--- src/rtl/multicycle_control.sv ---
// Multicycle MIPS-style main control unit.
// Moore FSM sequencing fetch, decode, execute, memory and writeback.
module multicycle_control (
  input  logic       clk,
  input  logic       reset_n,
  input  logic [5:0] op,
  input  logic       mem_ready,
  output logic       PCWrite,
  output logic       PCWriteCond,
  output logic       IorD,
  output logic       MemRead,
  output logic       MemWrite,
  output logic       MemtoReg,
  output logic       IRWrite,
  output logic       RegWrite,
  output logic       RegDst,
  output logic       ALUSrcA,
  output logic       instr_done,
  output logic       illegal_op,
  output logic [1:0] PCSource,
  output logic [1:0] ALUSrcB,
  output logic [1:0] ALUOp,
  output logic [3:0] state
);

  typedef enum logic [3:0] {
    S_FETCH  = 4'd0,
    S_DECODE = 4'd1,
    S_MEMADR = 4'd2,
    S_MEMRD  = 4'd3,
    S_MEMWB  = 4'd4,
    S_MEMWR  = 4'd5,
    S_EXEC   = 4'd6,
    S_RWB    = 4'd7,
    S_BRANCH = 4'd8,
    S_JUMP   = 4'd9,
    S_ADDIEX = 4'd10,
    S_ANDIEX = 4'd11,
    S_IMMWB  = 4'd12
  } st_e;

  st_e state_q;
  st_e state_d;

  logic is_lw;
  logic is_sw;
  logic is_rt;
  logic is_beq;
  logic is_j;
  logic is_addi;
  logic is_andi;

  assign is_lw   = (op == 6'b100011);
  assign is_sw   = (op == 6'b101011);
  assign is_rt   = (op == 6'b000000);
  assign is_beq  = (op == 6'b000100);
  assign is_j    = (op == 6'b000010);
  assign is_addi = (op == 6'b001000);
  assign is_andi = (op == 6'b001100);

  assign state = state_q;

  // State register; reset forces FETCH without waiting for a clock.
  always_ff @(posedge clk or negedge reset_n) begin
    if (!reset_n) state_q <= S_FETCH;
    else          state_q <= state_d;
  end

  // Next-state and output decode; everything is held low during reset.
  always_comb begin
    state_d     = S_FETCH;
    PCWrite     = 1'b0;
    PCWriteCond = 1'b0;
    IorD        = 1'b0;
    MemRead     = 1'b0;
    MemWrite    = 1'b0;
    MemtoReg    = 1'b0;
    IRWrite     = 1'b0;
    RegWrite    = 1'b0;
    RegDst      = 1'b0;
    ALUSrcA     = 1'b0;
    instr_done  = 1'b0;
    illegal_op  = 1'b0;
    PCSource    = 2'b00;
    ALUSrcB     = 2'b00;
    ALUOp       = 2'b00;
    if (reset_n) begin
      case (state_q)
        S_FETCH: begin
          MemRead = 1'b1;
          ALUSrcB = 2'b01;
          PCWrite = mem_ready;
          IRWrite = mem_ready;
          state_d = mem_ready ? S_DECODE : S_FETCH;
        end
        S_DECODE: begin
          ALUSrcB = 2'b11;
          unique case (1'b1)
            is_lw, is_sw: state_d = S_MEMADR;
            is_rt:        state_d = S_EXEC;
            is_beq:       state_d = S_BRANCH;
            is_j:         state_d = S_JUMP;
            is_addi:      state_d = S_ADDIEX;
            is_andi:      state_d = S_ANDIEX;
            default: begin
              state_d    = S_FETCH;
              illegal_op = 1'b1;
            end
          endcase
        end
        S_MEMADR: begin
          ALUSrcA = 1'b1;
          ALUSrcB = 2'b10;
          state_d = is_lw ? S_MEMRD : S_MEMWR;
        end
        S_MEMRD: begin
          MemRead = 1'b1;
          IorD    = 1'b1;
          state_d = mem_ready ? S_MEMWB : S_MEMRD;
        end
        S_MEMWB: begin
          RegWrite   = 1'b1;
          MemtoReg   = 1'b1;
          instr_done = 1'b1;
        end
        S_MEMWR: begin
          MemWrite   = 1'b1;
          IorD       = 1'b1;
          instr_done = mem_ready;
          state_d    = mem_ready ? S_FETCH : S_MEMWR;
        end
        S_EXEC: begin
          ALUSrcA = 1'b1;
          ALUOp   = 2'b10;
          state_d = S_RWB;
        end
        S_RWB: begin
          RegWrite   = 1'b1;
          RegDst     = 1'b1;
          instr_done = 1'b1;
        end
        S_BRANCH: begin
          ALUSrcA     = 1'b1;
          ALUOp       = 2'b01;
          PCWriteCond = 1'b1;
          PCSource    = 2'b01;
          instr_done  = 1'b1;
        end
        S_JUMP: begin
          PCWrite    = 1'b1;
          PCSource   = 2'b10;
          instr_done = 1'b1;
        end
        S_ADDIEX: begin
          ALUSrcA = 1'b1;
          ALUSrcB = 2'b10;
          state_d = S_IMMWB;
        end
        S_ANDIEX: begin
          ALUSrcA = 1'b1;
          ALUSrcB = 2'b10;
          ALUOp   = 2'b11;
          state_d = S_IMMWB;
        end
        S_IMMWB: begin
          RegWrite   = 1'b1;
          instr_done = 1'b1;
        end
        default: state_d = S_FETCH;
      endcase
    end
  end

endmodule

--- config.mk ---
export PLATFORM = sky130hd
export DESIGN_NAME = multicycle_control
export DESIGN_NICKNAME = d
export VERILOG_FILES = /design/src/rtl/multicycle_control.sv
export SDC_FILE = /design/constraint.sdc
export NUM_CORES = 1
export LEC_CHECK = 0
export CORE_MARGIN = 1
export CORE_UTILIZATION = 40
export DETAILED_ROUTE_END_ITERATION = 12
export HOLD_SLACK_MARGIN = 0.03
export PLACE_DENSITY = 0.88
export SYNTH_ARGS = -nofsm -noshare
export SYNTH_HDL_FRONTEND = slang
export SYNTH_SLANG_ARGS = --single-unit
export TNS_END_PERCENT = 30
--- constraint.sdc ---
create_clock -name clk -period 1.93 [get_ports clk]
set_clock_uncertainty 0.05 [all_clocks]
set_input_delay 0.386 -clock clk [delete_from_list [all_inputs] [get_ports clk]]
set_output_delay 0.386 -clock clk [all_outputs]
set_load 0.01 [all_outputs]
# After elaboration in Yosys (flattened, before gate mapping)
# Cells that the tools add are included.
# classes
n_mux	38
n_eq_ne	18
n_reduce_logical	11
# ops
cell	count
one-hot mux 4 bit (7 select lines)	1
two-way mux 1 bit	24
one-hot mux 4 bit (6 select lines)	1
== test 4 bit, second input constant	5
== test 4 x 3 -> 1 bit, second input constant	4
== test 6 x 4 -> 1 bit, second input constant	2
== test 6 bit, second input constant	2
one-hot mux 2 bit (3 select lines)	2
OR reduction 5 bit	2
two-way mux 3 bit	3
== test 4 x 2 -> 1 bit, second input constant	2
OR reduction 2 bit	4
OR reduction 7 bit	1
== test 6 x 2 -> 1 bit, second input constant	1
== test 6 x 3 -> 1 bit, second input constant	1
zero test 6 bit	1
two-way mux 2 bit	3
OR reduction 3 bit	2
== test 4 x 1 -> 1 bit, second input constant	1
zero test 4 bit	1
two-way mux 4 bit	1
one-hot mux 1 bit (2 select lines)	2
one-hot mux 2 bit (2 select lines)	1
# totals
ff_bits	4
out_inout_bits	22
wordCells	68
inputBits	9

# Depth between registers and ports, before layout
# depth
depth_word	5
ltp_mapped	5
mapped_depth_nobuf	4

# Worst setup path before layout
# Ideal clock, no wire load.
# synth_timing
path_type	register to output
from	reg state_q[1], in the netlist state[1]
to	out ALUSrcA
slack_ns	0.053
required_time_ns	1.494
arrival_time_ns	1.441
stages_incl_launch_ff	5
path_buffers	2
path_cell_list	dfrtp_1 clkbuf_1 clkbuf_1 o21ai_0 a21boi_0
# synth_between
elab_chain_cells	4
word_cells_on_any_way	8
cone_classes	eq/ne (5); mux (2); reduce/logical (1)
# synth_lines
item	line	source
from (decl)	42	st_e state_q;
from (signal assigned)	66	else state_q <= state_d;
== test 4 bit, or another cell as far along	88	case (state_q)
OR reduction 5 bit (no source line) *	--	
two-way mux 1 bit *	88	
two-way mux 1 bit *	87	if (reset_n) begin
to (decl)	17	output logic ALUSrcA,
# Every way passes the cells marked *; elsewhere a longest branch is shown, timed or not.

# Worst setup path after layout
# layout_timing
from	in op[1]
to	out illegal_op
# layout_between
elab_chain_cells	5
word_cells_on_any_way	11
cone_classes	eq/ne (6); mux (3); reduce/logical (2)
# layout_lines
item	line	source
from (decl)	6	input logic [5:0] op,
== test 6 bit, or another cell as far along	53	assign is_lw = (op == 6'b100011);
OR reduction 7 bit (no source line) *	--	
two-way mux 1 bit *	98	unique case (1'b1)
two-way mux 1 bit *	88	
two-way mux 1 bit *	87	
to (decl)	19	output logic illegal_op,
# Marked as above.

==> flow_summary_export.csv <==
group,metric,value,unit
cells_and_area,largest_register_ffs,4,
cts,ctsLongestPathBuffers,2,
grt,grt_pass1_wl,4080,um
die,start_util,0.429,
power_and_ir_drop,pwr-share-seq,0.280,
drt,ant_nets,0,
cts,cts_tree,"built",
cts,postCtsSetupRepairBufs,0,
status,violations,"negative setup slack",
cts,cts_made_buffers,3,
drt,wirelength,2530,um
critical_path,critPathSlowestCell,"clkdlybuf4s50_1",
cts,ctsHoldBuffers,0,
placed_design,dp_hpwl,1840,um
placed_design,gp_congestion,0.934,
drt,first_pass_iters,5,
die,ioPinCount,31,
power_and_ir_drop,irDropWorstVdd,0.200,mV
drt,wl_met2,1280,um
drt,met3WireLength,181,um
yosys,synth.top_cell.area_share,0.153,
cells_and_area,area_growth,78.6,%
yosys,synth_seq_cells,4,
cells_and_area,drive_gt1_frac,0.342,
yosys,synth_edf_count,0,
die,die_w,42.4,um
timing,slew_viol_final,0,
timing,finalSetupTns,-0.0339,ns
placed_design,portBuffers,30,
power_and_ir_drop,cellLeakagePower,0.000574,uW
grt,grt_max_degree,15,
yosys,syn-cell-area,654,um2
yosys,synth_ff_type,"dfrtp_1",
cts,cts.sinks,4,
timing,setup_ws,-0.0196,ns
grt,grt_use_total,0.297,
grt,overflow,0,
critical_path,cp_max_fo,3,
yosys,yosysTopAreaCell,"dfrtp_1",
drt,m1WireLength,927,um
power_and_ir_drop,switchingPower,101,uW
cts,cts-htree-levels,1,
timing,finalHoldViolCount,0,
die,die_area,1800,um2
status,status,"complete, but fails checks",
power_and_ir_drop,power.total,320,uW
critical_path,cp_top_family,"buffers and inverters",
critical_path,crit_chain,"clkdlybuf4s50_1 > o21ai_1 > a2bb2oi_2 > nor2_1 > nor3_1 > buf_2",
drt,drt_iter0_markers,25,
yosys,ys_top_cells_by_area,"dfrtp_1 (15%), nor2_1 (8.0%), nand2b_1 (7.6%), nor3_1 (4.6%), o21ai_0 (4.6%)",
power_and_ir_drop,power_frac_comb,0.389,
timing,period_share,1.01,
critical_path,cp-start-kind,"input pin",
hold_path,hp-class,"input pin to async pin",
yosys,ys_warn_count,0,
yosys,yosysSeqAreaShare,0.153,
critical_path,critPathArrivalTime,1.51,ns
drt,vias_per_cell,5.96,
drt,wl_per_cell,15.3,um
critical_path,crit_path_max_incr_delay,0.51,ns
yosys,synth_fp_nets,108,
drt,topRoutingLayerUsed,"met4",
yosys,synth_cell_types,40,
power_and_ir_drop,cell_internal_pwr,219,uW
power_and_ir_drop,clockPowerShare,0.330,
critical_path,cp.required,1.49,ns
timing,rsz0062_at_grt,"true",
timing,fin_crit,1.95,ns
power_and_ir_drop,powerDensity,273,nW/um2
cts,clk_pin_slew,0.04,ns
cells_and_area,num_antenna_cells,0,
cells_and_area,fillCellCount,124,
timing,relSlewSlack,0.723,
cells_and_area,nNetsFinal,160,
yosys,synth_cells,99,
placed_design,pre_cts_ws,-0.498,ns
cts,ctsRootBufferMaster,"clkbuf_4",
die,die_h,42.4,um
timing,worstMarginPinSlew,0.411,ns
yosys,async_reset_ff_frac,1.00,
power_and_ir_drop,sw_frac_of_total,0.316,
drt,via_count,983,
die,num_rows,14,
grt,grt_antenna_before_repair,0,
drt,drc,0,
critical_path,worstSetupPathType,"input pin to output pin",
timing,setup_violations,2,
cts,clock_latency,0.24,ns
job,drv_cap,0,
critical_path,path_buf_inv,2,
yosys,avgSynthCellArea,6.61,um2
die,coreArea,1520,um2
timing,fmax,513,MHz
critical_path,crit_path_end_kind,"output pin",
grt,grt_pass1_vias,936,
## layer usage
| layer | global-route usage | vias up |
|---|---|---|
| met2 | 0.535 | 62 |
| met3 | 0.0302 | 21 |
| met4 | 0.175 | 0 |
| li1 | - | 458 |
| met5 | 0 | - |
| met1 | 0.331 | 442 |
## synth_stat cells (2+ instances only)
library cell  instances
nand3b_1              2
o31ai_1               2
nor2b_1               2
and3_1                3
and2_1                2
nor3_1                6
nor4_1                2
dfrtp_1               4
a21oi_1               5
nor2_1               14
clkbuf_1              6
inv_1                 2
nand2b_1              8
nand2_1               8
a211oi_1              2
o21ai_0               6
nand3_1               2
## placed cells by master (no fill, tap or decap), types with 3 or more instances in the layout
cell,count
a21oi_1,4
and3_1,3
buf_4,22
buf_6,4
clkbuf_2,5
clkbuf_4,3
clkdlybuf4s50_1,7
dlygate4sd2_1,12
nand2_1,8
nand2b_1,7
nor2_1,12
nor3_1,6
o21ai_0,5
## cells by family (layout without fill, tap and decap cells)
kind of cell    count (synthesis)  after routing  synth area share
simple gates                   55             55             0.467
buf+inv                        11             61            0.0803
compound gates                 26             26             0.258
mux                             1              1            0.0153
flops                           4              4             0.153
xor+xnor                        2              2            0.0268
## path summary, 6_finish.rpt
check	from	endpoint	slack (ns)	cells after the start
setup reg to reg	state[0]$_DFF_PN0_	state[3]$_DFF_PN0_	0.03	5
hold reg to reg	state[3]$_DFF_PN0_	state[3]$_DFF_PN0_	0.71	3
setup / recovery	op[1]	illegal_op	-0.02	6
hold / removal	reset_n	state[0]$_DFF_PN0_	0.07	1
min in group clk	reset_n	state[0]$_DFF_PN0_	0.65	2
max in group asynchronous	reset_n	state[1]$_DFF_PN0_	1.36	2
## final cells by class
class,instances,area (um2),area share
multi-input cells,84,552,0.472
repair buffers,56,464,0.397
flip-flops and latches,4,103,0.0878
clock buffers,3,22.5,0.0193
well taps,16,20.0,0.0171
inverters,2,7.51,0.00642
## timing repair
action                     in CTS  in global routing
pin swaps                       2                  0
gates resized for setup        44                 18
setup endpoints to repair      19                 15
## power groups by stage
stage / combinational [uW] / clock, uW / sequential [uW]
global route: 134 / 109 / 89.8
floorplan: 51.4 / 0 / 89.2
CTS: 121 / 107 / 89.2
finish: 124 / 106 / 89.6
global placement: 120 / 0 / 89.3
detailed placement: 125 / 0 / 89.4
## through the flow
step | std cells | instance area [um2] | hold slack [ns] | utilization
6_report | 165 | 1170 | 0.0713 | 0.767
5_1_grt | 165 | 1170 | 0.0872 | 0.767
4_1_cts | 165 | 1150 | 0.0668 | 0.756
3_5_place_dp | 162 | 1120 | 0.581 | 0.738
3_3_place_gp | 162 | 1120 | 0.577 | 0.738
2_1_floorplan | 99 | 654 | 0.0404 | -
(Power assumes the default switching activity.)
